<file path="config.mk">
export PLATFORM = sky130hd
export DESIGN_NAME = display_fill_flat
export DESIGN_NICKNAME = d
export VERILOG_FILES = /design/src/rtl/display_fill_if.sv /design/src/rtl/display_fill.sv /design/src/flat_wrapper.sv
export SDC_FILE = /design/constraint.sdc
export NUM_CORES = 1
export LEC_CHECK = 0
export CORE_MARGIN = 2
export CORE_UTILIZATION = 35
export DETAILED_ROUTE_END_ITERATION = 6
export GPL_TIMING_DRIVEN = 0
export PLACE_DENSITY = 0.55
export REMOVE_ABC_BUFFERS = 1
export SKIP_LAST_GASP = 1
export SYNTH_ARGS = -nofsm -noshare
export SYNTH_HDL_FRONTEND = slang
export SYNTH_SLANG_ARGS = --single-unit
export TNS_END_PERCENT = 10
</file>
<file path="constraint.sdc">
create_clock -name clk -period 3.3 [get_ports clk]
set_input_delay 0.495 -clock clk [delete_from_list [all_inputs] [get_ports clk]]
set_output_delay 0.495 -clock clk [all_outputs]
set_load 0.02 [all_outputs]
</file>
<file path="src/rtl/display_fill_if.sv">
// Command and display-memory write bundle for the rectangle-fill engine.
// master: command source (drives cmd_*), slave: the fill engine.
interface display_fill_if #(
    parameter int AW = 13,
    parameter int DW = 24
);
    logic          cmd_valid;
    logic          cmd_ready;
    logic [6:0]    cmd_x;
    logic [5:0]    cmd_y;
    logic [6:0]    cmd_w;
    logic [5:0]    cmd_h;
    logic [DW-1:0] cmd_color;
    logic          cmd_outline;
    logic          busy;
    logic          done;
    logic [AW-1:0] mem_waddr;
    logic [DW-1:0] mem_wdata;
    logic          mem_web;

    modport master (
        output cmd_valid, cmd_x, cmd_y, cmd_w, cmd_h, cmd_color, cmd_outline,
        input  cmd_ready, busy, done, mem_waddr, mem_wdata, mem_web
    );

    modport slave (
        input  cmd_valid, cmd_x, cmd_y, cmd_w, cmd_h, cmd_color, cmd_outline,
        output cmd_ready, busy, done, mem_waddr, mem_wdata, mem_web
    );
endinterface

</file>
<file path="src/rtl/display_fill.sv">
// Rectangle-fill engine: one command in, one clipped pixel write per clock out.
// Optional perimeter-only mode is built when DISPLAY_FILL_OUTLINE_EN is defined.
module display_fill #(
    parameter int COLS = 80,
    parameter int ROWS = 60,
    parameter int AW   = 13,
    parameter int DW   = 24
) (
    input logic           clk,
    input logic           rst,
    display_fill_if.slave bus
);
    typedef enum logic [1:0] {IDLE, FILL, DONE} state_t;

    localparam logic [7:0]    COLS8  = 8'(COLS);
    localparam logic [6:0]    ROWS7  = 7'(ROWS);
    localparam logic [AW-1:0] STRIDE = AW'(COLS);

    state_t        state, state_d;
    logic [7:0]    col, col_d, ew_q;
    logic [6:0]    row, row_d, eh_q;
    logic [AW-1:0] row_base, base_d, addr_d;
    logic [6:0]    x_q;
    logic [DW-1:0] color_q, data_d;
    logic          web_d;
`ifdef DISPLAY_FILL_OUTLINE_EN
    logic          outline_q;
`endif

    // Command clipping against the right and bottom display edges.
    logic [7:0]    x8, w8, avail_w, ew_c;
    logic [6:0]    y7, h7, avail_h, eh_c;
    logic          empty, accept, row_end, last_px;
    logic [AW-1:0] y_base;

    assign x8      = {1'b0, bus.cmd_x};
    assign w8      = {1'b0, bus.cmd_w};
    assign avail_w = COLS8 - x8;
    assign ew_c    = (w8 < avail_w) ? w8 : avail_w;
    assign y7      = {1'b0, bus.cmd_y};
    assign h7      = {1'b0, bus.cmd_h};
    assign avail_h = ROWS7 - y7;
    assign eh_c    = (h7 < avail_h) ? h7 : avail_h;
    assign empty   = (x8 >= COLS8) | (y7 >= ROWS7) | (bus.cmd_w == 7'd0) | (bus.cmd_h == 6'd0);
    // Constant stride: reduces to shifts/adds, only used once per command for the start row.
    assign y_base  = AW'(bus.cmd_y) * STRIDE;

    assign bus.cmd_ready = (state == IDLE) & ~rst;
    assign accept        = bus.cmd_valid & bus.cmd_ready;
    assign bus.busy      = (state != IDLE);
    assign bus.done      = (state == DONE);
    assign row_end       = (col == ew_q - 8'd1);
    assign last_px       = row_end & (row == eh_q - 7'd1);

    // Next state and next registered write (the write for the coming cycle).
    always_comb begin
        state_d = state;
        col_d   = col;
        row_d   = row;
        base_d  = row_base;
        addr_d  = bus.mem_waddr;
        data_d  = bus.mem_wdata;
        web_d   = 1'b0;
        case (state)
            IDLE: begin
                if (accept) begin
                    if (empty) begin
                        state_d = DONE;
                    end else begin
                        // First pixel is top-left, always on the perimeter.
                        state_d = FILL;
                        col_d   = 8'd0;
                        row_d   = 7'd0;
                        base_d  = y_base;
                        addr_d  = y_base + AW'(bus.cmd_x);
                        data_d  = bus.cmd_color;
                        web_d   = 1'b1;
                    end
                end
            end
            FILL: begin
                if (last_px) begin
                    state_d = DONE;
                end else begin
                    web_d = 1'b1;
                    if (row_end) begin
                        col_d  = 8'd0;
                        row_d  = row + 7'd1;
                        base_d = row_base + STRIDE;
                        addr_d = base_d + AW'(x_q);
                    end else begin
                        col_d  = col + 8'd1;
                        addr_d = bus.mem_waddr + AW'(1);
                    end
`ifdef DISPLAY_FILL_OUTLINE_EN
                    web_d = ~outline_q | (row_d == 7'd0) | (row_d == eh_q - 7'd1) |
                            (col_d == 8'd0) | (col_d == ew_q - 8'd1);
`endif
                end
            end
            DONE:    state_d = IDLE;
            default: state_d = IDLE;
        endcase
    end

    // State, walk counters and registered write port.
    always_ff @(posedge clk) begin
        if (rst) begin
            state         <= IDLE;
            col           <= '0;
            row           <= '0;
            row_base      <= '0;
            bus.mem_waddr <= '0;
            bus.mem_wdata <= '0;
            bus.mem_web   <= 1'b0;
        end else begin
            state         <= state_d;
            col           <= col_d;
            row           <= row_d;
            row_base      <= base_d;
            bus.mem_waddr <= addr_d;
            bus.mem_wdata <= data_d;
            bus.mem_web   <= web_d;
        end
    end

    // Command capture; later changes on the command inputs are ignored.
    always_ff @(posedge clk) begin
        if (rst) begin
            ew_q      <= '0;
            eh_q      <= '0;
            x_q       <= '0;
            color_q   <= '0;
`ifdef DISPLAY_FILL_OUTLINE_EN
            outline_q <= 1'b0;
`endif
        end else if (accept) begin
            ew_q      <= ew_c;
            eh_q      <= eh_c;
            x_q       <= bus.cmd_x;
            color_q   <= bus.cmd_color;
`ifdef DISPLAY_FILL_OUTLINE_EN
            outline_q <= bus.cmd_outline;
`endif
        end
    end

    // Colour is also held in mem_wdata for the whole walk; color_q is the captured copy.
    logic unused_color;
    assign unused_color = ^color_q;
endmodule

</file>
<file path="src/flat_wrapper.sv">
// flat-port wrapper written by rule: the top's interface ports become plain ports
module display_fill_flat 
#(
    parameter int COLS = 80,
    parameter int ROWS = 60,
    parameter int AW   = 13,
    parameter int DW   = 24
)
  (clk, rst, bus_cmd_valid, bus_cmd_x, bus_cmd_y, bus_cmd_w, bus_cmd_h, bus_cmd_color, bus_cmd_outline, bus_cmd_ready, bus_busy, bus_done, bus_mem_waddr, bus_mem_wdata, bus_mem_web);
  display_fill_if #(.AW(AW), .DW(DW)) bus_i ();
  input logic clk;
  input logic rst;
  input wire logic [$bits(bus_i.cmd_valid)-1:0] bus_cmd_valid;
  input wire logic [$bits(bus_i.cmd_x)-1:0] bus_cmd_x;
  input wire logic [$bits(bus_i.cmd_y)-1:0] bus_cmd_y;
  input wire logic [$bits(bus_i.cmd_w)-1:0] bus_cmd_w;
  input wire logic [$bits(bus_i.cmd_h)-1:0] bus_cmd_h;
  input wire logic [$bits(bus_i.cmd_color)-1:0] bus_cmd_color;
  input wire logic [$bits(bus_i.cmd_outline)-1:0] bus_cmd_outline;
  output wire logic [$bits(bus_i.cmd_ready)-1:0] bus_cmd_ready;
  output wire logic [$bits(bus_i.busy)-1:0] bus_busy;
  output wire logic [$bits(bus_i.done)-1:0] bus_done;
  output wire logic [$bits(bus_i.mem_waddr)-1:0] bus_mem_waddr;
  output wire logic [$bits(bus_i.mem_wdata)-1:0] bus_mem_wdata;
  output wire logic [$bits(bus_i.mem_web)-1:0] bus_mem_web;
  assign bus_i.cmd_valid = bus_cmd_valid;
  assign bus_i.cmd_x = bus_cmd_x;
  assign bus_i.cmd_y = bus_cmd_y;
  assign bus_i.cmd_w = bus_cmd_w;
  assign bus_i.cmd_h = bus_cmd_h;
  assign bus_i.cmd_color = bus_cmd_color;
  assign bus_i.cmd_outline = bus_cmd_outline;
  assign bus_cmd_ready = bus_i.cmd_ready;
  assign bus_busy = bus_i.busy;
  assign bus_done = bus_i.done;
  assign bus_mem_waddr = bus_i.mem_waddr;
  assign bus_mem_wdata = bus_i.mem_wdata;
  assign bus_mem_web = bus_i.mem_web;
  display_fill #(.COLS(COLS), .ROWS(ROWS), .AW(AW), .DW(DW)) u_core (.clk(clk), .rst(rst), .bus(bus_i));
endmodule
</file>
==> results.sh, run 1 <==
export IMPL_critPathKind="in -> reg"
export IMPL_swShare=0.306
export IMPL_diodes=0
export IMPL_routed_top_layer="met4"
export IMPL_yosysMostFrequentCell="nand2_1"
export IMPL_die_y_um=129
export IMPL_yosysTopAreaCellShare=0.313
export IMPL_multi_input_area_mm2=0.00363
export IMPL_crit_required_ns=3.54
export IMPL_ys_types=63
export IMPL_route_detailed_drc=0
export IMPL_cts_max_level=3
export IMPL_setup_tns_final_ns=0
export IMPL_yosysTopAreaCell="dfxtp_1"
export IMPL_fin_crit_ns=3.18
export IMPL_synth_cells=701
export IMPL_wl_met1_um=7050
export IMPL_fmax_ghz=0.315
export IMPL_power_frac_comb=0.253
export IMPL_outcome="finished clean"
export IMPL_row_count=45
export IMPL_nFillCells=1538
export IMPL_worstPathArrival_ns=3.41
export IMPL_slew_headroom=0.288
export IMPL_syn_area_mm2=0.00550
export IMPL_p_int_w=0.00205
export IMPL_port_buffers=93
export IMPL_first_pass_iters=4
export IMPL_hpwl_um=11300
export IMPL_clock_latency_ns=0.35
export IMPL_p_per_area_mw_per_mm2=423
export IMPL_drive_gt1_frac=0.0732
export IMPL_overflow=0
export IMPL_max_stage_delay_ns=0.64
export IMPL_grt_usage=0.191
export IMPL_endpoint_kind="flop"
export IMPL_vias=5249
export IMPL_drt_antenna_violating_nets=0
export IMPL_wire_per_inst_um=16.2
export IMPL_drt_iter0_drc=293
export IMPL_start_util=0.361
export IMPL_synthTopCellsByArea="dfxtp_1, nand2_1, ha_1, a21oi_1, xor2_1"
export IMPL_seq_area_frac_synth=0.313
export IMPL_regArea_mm2=0.00172
export IMPL_clock_sinks=86
export IMPL_grt_pass1_wl_um=25300
export IMPL_synth_edf_count=0
export IMPL_die_w_um=129
export IMPL_cts_root_buf="clkbuf_16"
export IMPL_grt_max_degree=34
export IMPL_p_total_w=0.00295
export IMPL_cts_made_buffers=9
export IMPL_p_clk_frac=0.354
export IMPL_antenna_found_initial=0
export IMPL_vdd_ir_drop_worst_mv=0.223
export IMPL_ys_seq_elements=86
export IMPL_avgSynthCellArea_um2=7.85
export IMPL_critPathSlowestCell="clkdlybuf4s50_1"
export IMPL_cts_buffer_depth=2
export IMPL_drv_cap=0
export IMPL_routed_wl_um=16000
export IMPL_rsz0062_at_grt="true"
export IMPL_vias_per_cell=5.30
export IMPL_min_period_over_period=0.963
export IMPL_worstHoldPathType="reg -> reg"
export IMPL_pin_count=95
export IMPL_post_route_util=0.458
export IMPL_leakagePower_nw=2.64
export IMPL_finalHoldViolCount=0
export IMPL_seq_power_share=0.393
export IMPL_critical_path_cell_chain="clkdlybuf4s50_1, inv_1, ha_1, nand2_1, xor2_1, ha_1, and2_1, o21ai_0, o21ai_0, o31a_1, or2_2, a21oi_1, nor2_1"
export IMPL_route_met2_wl_um=7950
export IMPL_finalNetCount=863
export IMPL_worstMarginPinSlew_ns=1.07
export IMPL_p_sw_w=0.000904
export IMPL_ys_async_sr_fraction=0
export IMPL_area_delta_synth_final_pct=27.0
export IMPL_grt_pass1_vias=5020
export IMPL_wl_met3_um=779
export IMPL_cts_tree="done"
export IMPL_worst_setup_path_start_kind="input port"
export IMPL_coreArea_mm2=0.0153
export IMPL_synth_main_ff_cell="dfxtp_1"
export IMPL_setup_viol=0
export IMPL_final_max_slew_violation_count=0
export IMPL_yosys_warnings=0
export IMPL_globalplace_congestion=0.847
export IMPL_ys_top_cells_by_count="nand2_1, dfxtp_1, a21oi_1"
export IMPL_worst_setup_hold_path_clk_slew_ns=0.06
export IMPL_worstPathMaxFanout=12
export IMPL_fin_skew_ns=0.0105
export IMPL_dieArea_mm2=0.0167
## logic make-up after synthesis
logic type	count (synthesis)	share of synthesized area
simple gates	257	0.222
compound gates	185	0.211
flops	86	0.313
xor+xnor	63	0.100
buf+inv	63	0.0491
fa+ha+maj	35	0.0823
mux	12	0.0223
## critical path: cells and delay by family
family / cells / cell delay [ns]
compound gates: 4 / 0.82
buf+inv: 2 / 0.72
simple gates: 4 / 0.67
fa+ha+maj: 2 / 0.50
xor+xnor: 1 / 0.20
## flip-flops by register name, summed over array words and instances, names as in the netlist
signal,count
u_core.bus.mem_waddr,13
u_core.bus.mem_wdata,24
u_core.bus.mem_web,1
u_core.col,8
u_core.eh_q,7
u_core.ew_q,8
u_core.row,7
u_core.row_base,9
u_core.state,2
u_core.x_q,7
## layout make-up
type / count / area share
Multi-Input combinational cell: 556 / 0.520
Sequential cell: 86 / 0.246
Timing Repair Buffer: 98 / 0.141
Tap cell: 211 / 0.0378
Clock buffer: 12 / 0.0367
Inverter: 23 / 0.0123
Clock inverter: 4 / 0.00644
## placed cells by master, fill, tap and decap left out, drive strengths merged, types with 3 or more instances in the layout
cell type / instances
nor4: 5
clkbuf: 13
and3: 7
or3: 8
a311oi: 5
a211oi: 8
mux2i: 10
o21ai: 43
buf: 5
o21a: 4
nor2: 41
inv: 23
a21oi: 77
clkinv: 3
nor3b: 6
xor2: 32
and2: 7
clkdlybuf4s50: 90
a21o: 9
xnor2: 31
or2: 3
o32ai: 3
o211ai: 6
nand4: 8
a21boi: 6
a31oi: 8
nor2b: 4
nand3: 20
nor3: 17
nand2b: 5
ha: 33
or4: 4
nand2: 119
o31ai: 4
dfxtp: 86
## metal layers
metal / vias up / global-route usage
met3: 21 / 0.0434
met5: - / 0
met1: 2500 / 0.240
met4: 0 / 0.0505
met2: 109 / 0.330
li1: 2619 / -
## power by group through the flow
stage | clock network (W) | logic [W] | registers [W]
floorplan | 0 | 0.000413 | 0.00120
global placement | 0 | 0.000695 | 0.00118
detailed placement | 0 | 0.000710 | 0.00118
CTS | 0.00108 | 0.000726 | 0.00116
global route | 0.00111 | 0.000825 | 0.00117
finish | 0.00105 | 0.000746 | 0.00116
## timing repair
| action | CTS | global route |
|---|---|---|
| endpoints found under the setup margin | 63 | 35 |
| pin swaps | 1 | 2 |
| setup buffers | 0 | 3 |
| cloned | 2 | 2 |
| hold buffers | 0 | 0 |
| gates resized for setup | 11 | 8 |
## stage by stage
| step | worst slack [ns] | std cells | instance area, µm² | hold slack (ns) |
|---|---|---|---|---|
| 2_1_floorplan | -0.0988 | 661 | 5320 | 0.435 |
| 3_3_place_gp | -2.68 | 965 | 6520 | 0.441 |
| 3_5_place_dp | -1.35 | 967 | 6550 | 0.447 |
| 4_1_cts | -0.0792 | 985 | 6910 | 0.455 |
| 5_1_grt | -0.0923 | 990 | 6990 | 0.474 |
| 6_report | 0.122 | 990 | 6990 | 0.452 |
## path summary, 6_finish.rpt
path / depth (start not counted) / slack (ns) / to / start
worst max-delay path: 13 / 0.12 / u_core.ew_q[2] / bus_cmd_x[0]
worst min-delay path: 2 / 0.45 / u_core.bus.mem_wdata[20] / u_core.bus.mem_wdata[20]
worst max register to register: 10 / 0.18 / u_core.row[6] / u_core.ew_q[0]
worst min register to register: 2 / 0.45 / u_core.bus.mem_wdata[20] / u_core.bus.mem_wdata[20]
Power figures use the tool's default switching activity.
==> inputs of run 2 (changes only) <==
--- a/config.mk
+++ b/config.mk
@@ -6,12 +6,13 @@
 export NUM_CORES = 1
 export LEC_CHECK = 0
 export CORE_MARGIN = 2
-export CORE_UTILIZATION = 35
+export CORE_UTILIZATION = 54
 export DETAILED_ROUTE_END_ITERATION = 6
 export GPL_TIMING_DRIVEN = 0
-export PLACE_DENSITY = 0.55
+export PLACE_DENSITY = 0.79
 export REMOVE_ABC_BUFFERS = 1
 export SKIP_LAST_GASP = 1
+export SLEW_MARGIN = 0
 export SYNTH_ARGS = -nofsm -noshare
 export SYNTH_HDL_FRONTEND = slang
 export SYNTH_SLANG_ARGS = --single-unit
==> run 2 against run 1 <==
Wire length is 5.8% lower. Via count is 1.6% higher. Fmax is 0.23% higher. Final area is 2.8% lower. Die area is 34% lower. Sequential power hardly changed. Critical path type is now reg -> reg. First-iteration DRC count is 3.8% lower. Combinational power is 0.8% lower. Count of clock-buffer cells in the layout is 2 lower. Global-route usage is 8.0 points higher. Total power is 7.4% lower. Final cell count is 8.1% lower.
==> results.sh, run 2 (synthesized netlist as in run 1, its figures left out) <==
export IMPL_outcome="finished clean"
export IMPL_first_pass_iters=7
export IMPL_worstPathArrival_ns=3.45
export IMPL_min_period_over_period=0.961
export IMPL_layout_cells_non_filler=910
export IMPL_post_place_ws_ns=-1.12
export IMPL_crit_required_ns=3.58
export IMPL_fin_crit_ns=3.17
export IMPL_largest_register_ffs=24
export IMPL_worst_setup_path_start_kind="flop"
export IMPL_diodes=0
export IMPL_finalHoldViolCount=0
export IMPL_seq_power_share=0.424
export IMPL_setup_viol=0
export IMPL_p_int_w=0.00187
export IMPL_vdd_ir_drop_worst_mv=0.243
export IMPL_grt_pass1_vias=5191
export IMPL_cts_root_buf="clkbuf_8"
export IMPL_fin_skew_ns=0.00974
export IMPL_p_clk_frac=0.305
export IMPL_overflow=0
export IMPL_finalNetCount=861
export IMPL_cts_max_level=3
export IMPL_leakagePower_nw=2.59
export IMPL_antenna_found_initial=0
export IMPL_cts_tree="done"
export IMPL_drt_antenna_violating_nets=0
export IMPL_cts_made_buffers=9
export IMPL_largest_registers="u_core.bus.mem_wdata: 24 flops, u_core.bus.mem_waddr: 13 flops, u_core.row_base: 9 flops"
export IMPL_drt_iter0_drc=282
export IMPL_layout_setup_ws_ns=0.129
export IMPL_layout_commonest_cell="nand2_1"
export IMPL_final_max_slew_violation_count=0
export IMPL_worstPathMaxFanout=19
export IMPL_routed_wl_um=15100
export IMPL_endpoint_kind="flop"
export IMPL_hpwl_um=10500
export IMPL_post_route_util=0.692
export IMPL_coreArea_mm2=0.00982
export IMPL_dieArea_mm2=0.0110
export IMPL_swShare=0.317
export IMPL_clock_sinks=86
export IMPL_worst_setup_hold_path_clk_slew_ns=0.09
export IMPL_worstHoldPathType="reg -> reg"
export IMPL_critPathKind="reg -> reg"
export IMPL_area_delta_synth_final_pct=23.5
export IMPL_slew_headroom=0.309
export IMPL_vias_per_cell=5.86
export IMPL_row_count=36
export IMPL_grt_usage=0.271
export IMPL_cts_hold_buf=0
export IMPL_grt_max_degree=34
export IMPL_power_frac_comb=0.271
export IMPL_start_util=0.561
export IMPL_pin_count=95
export IMPL_fmax_ghz=0.315
export IMPL_worstMarginPinSlew_ns=1.04
export IMPL_rsz0062_at_grt="true"
export IMPL_die_y_um=105
export IMPL_globalplace_congestion=0.880
export IMPL_port_buffers=93
export IMPL_grt_pass1_wl_um=24700
export IMPL_largest_register="u_core.bus.mem_wdata"
export IMPL_drive_gt1_frac=0.0721
export IMPL_p_per_area_mw_per_mm2=402
export IMPL_dpl_cell_count=889
export IMPL_p_total_w=0.00274
export IMPL_cts_buffer_depth=2
export IMPL_die_w_um=105
export IMPL_vias=5331
export IMPL_clock_latency_ns=0.36
export IMPL_wire_per_inst_um=16.6
export IMPL_layout_common_cells="nand2_1, clkdlybuf4s50_1, dfxtp_1"
export IMPL_drv_cap=0
export IMPL_p_sw_w=0.000868
export IMPL_route_detailed_drc=0
-- run 2: worst paths after layout --
| check | from | to | slack [ns] | depth (start not counted) |
|---|---|---|---|---|
| max | u_core.ew_q[0] | u_core.row[5] | 0.13 | 10 |
| min | u_core.bus.mem_wdata[14] | u_core.bus.mem_wdata[14] | 0.46 | 2 |
| max reg2reg | u_core.ew_q[0] | u_core.row[5] | 0.13 | 10 |
| min reg2reg | u_core.bus.mem_wdata[14] | u_core.bus.mem_wdata[14] | 0.46 | 2 |
-- run 2: critical path: stages (launching register included) --
cell,delay (ns)
dfxtp_1,0.48
inv_1,0.07
ha_1,0.30
xor2_1,0.17
nor2_1,0.10
a21oi_1,0.07
a2111oi_4,0.54
and2_2,0.47
a31oi_4,0.28
or3_1,0.44
a21oi_1,0.15
-- run 2: layout make-up --
cell class	instances	area (µm²)
Multi-Input combinational cell	555	3620
Clock buffer	10	138
Timing Repair Buffer	97	981
Tap cell	133	166
Inverter	23	86.3
Fill cell	872	3020
Clock inverter	6	85.1
Sequential cell	86	1720
-- run 2: per-stage QoR --
step / hold slack [ns] / TNS (ns) / instance area, µm²
after floorplan: 0.435 / -0.207 / 5320
after global placement: 0.441 / -139.35 / 6420
after detailed placement: 0.447 / -39.37 / 6450
after CTS: 0.459 / -0.0166 / 6730
after global routing: 0.478 / -0.182 / 6800
final: 0.456 / 0 / 6800
-- run 2: timing repair --
action,in CTS,in global routing
gates resized for setup,10,8
endpoints found under the setup margin,39,32
buffers inserted,0,2
cloned,2,1
pin swaps,1,2
-- run 2: power by group through the flow --
| stage | sequential (W) | combinational (W) | clock [W] |
|---|---|---|---|
| floorplan | 0.00120 | 0.000413 | 0 |
| global placement | 0.00118 | 0.000678 | 0 |
| detailed placement | 0.00118 | 0.000701 | 0 |
| CTS | 0.00116 | 0.000719 | 0.000837 |
| global route | 0.00117 | 0.000809 | 0.000886 |
| finish | 0.00116 | 0.000740 | 0.000836 |
-- run 2: per-layer routing --
metal	global-route usage	part of all wire	vias up	wire, µm
met1	0.337	0.42	2514	6360
met4	0.108	0.020	0	299
li1	-	-	2613	-
met5	0	0	-	0
met2	0.471	0.51	173	7660
met3	0.0356	0.050	31	756
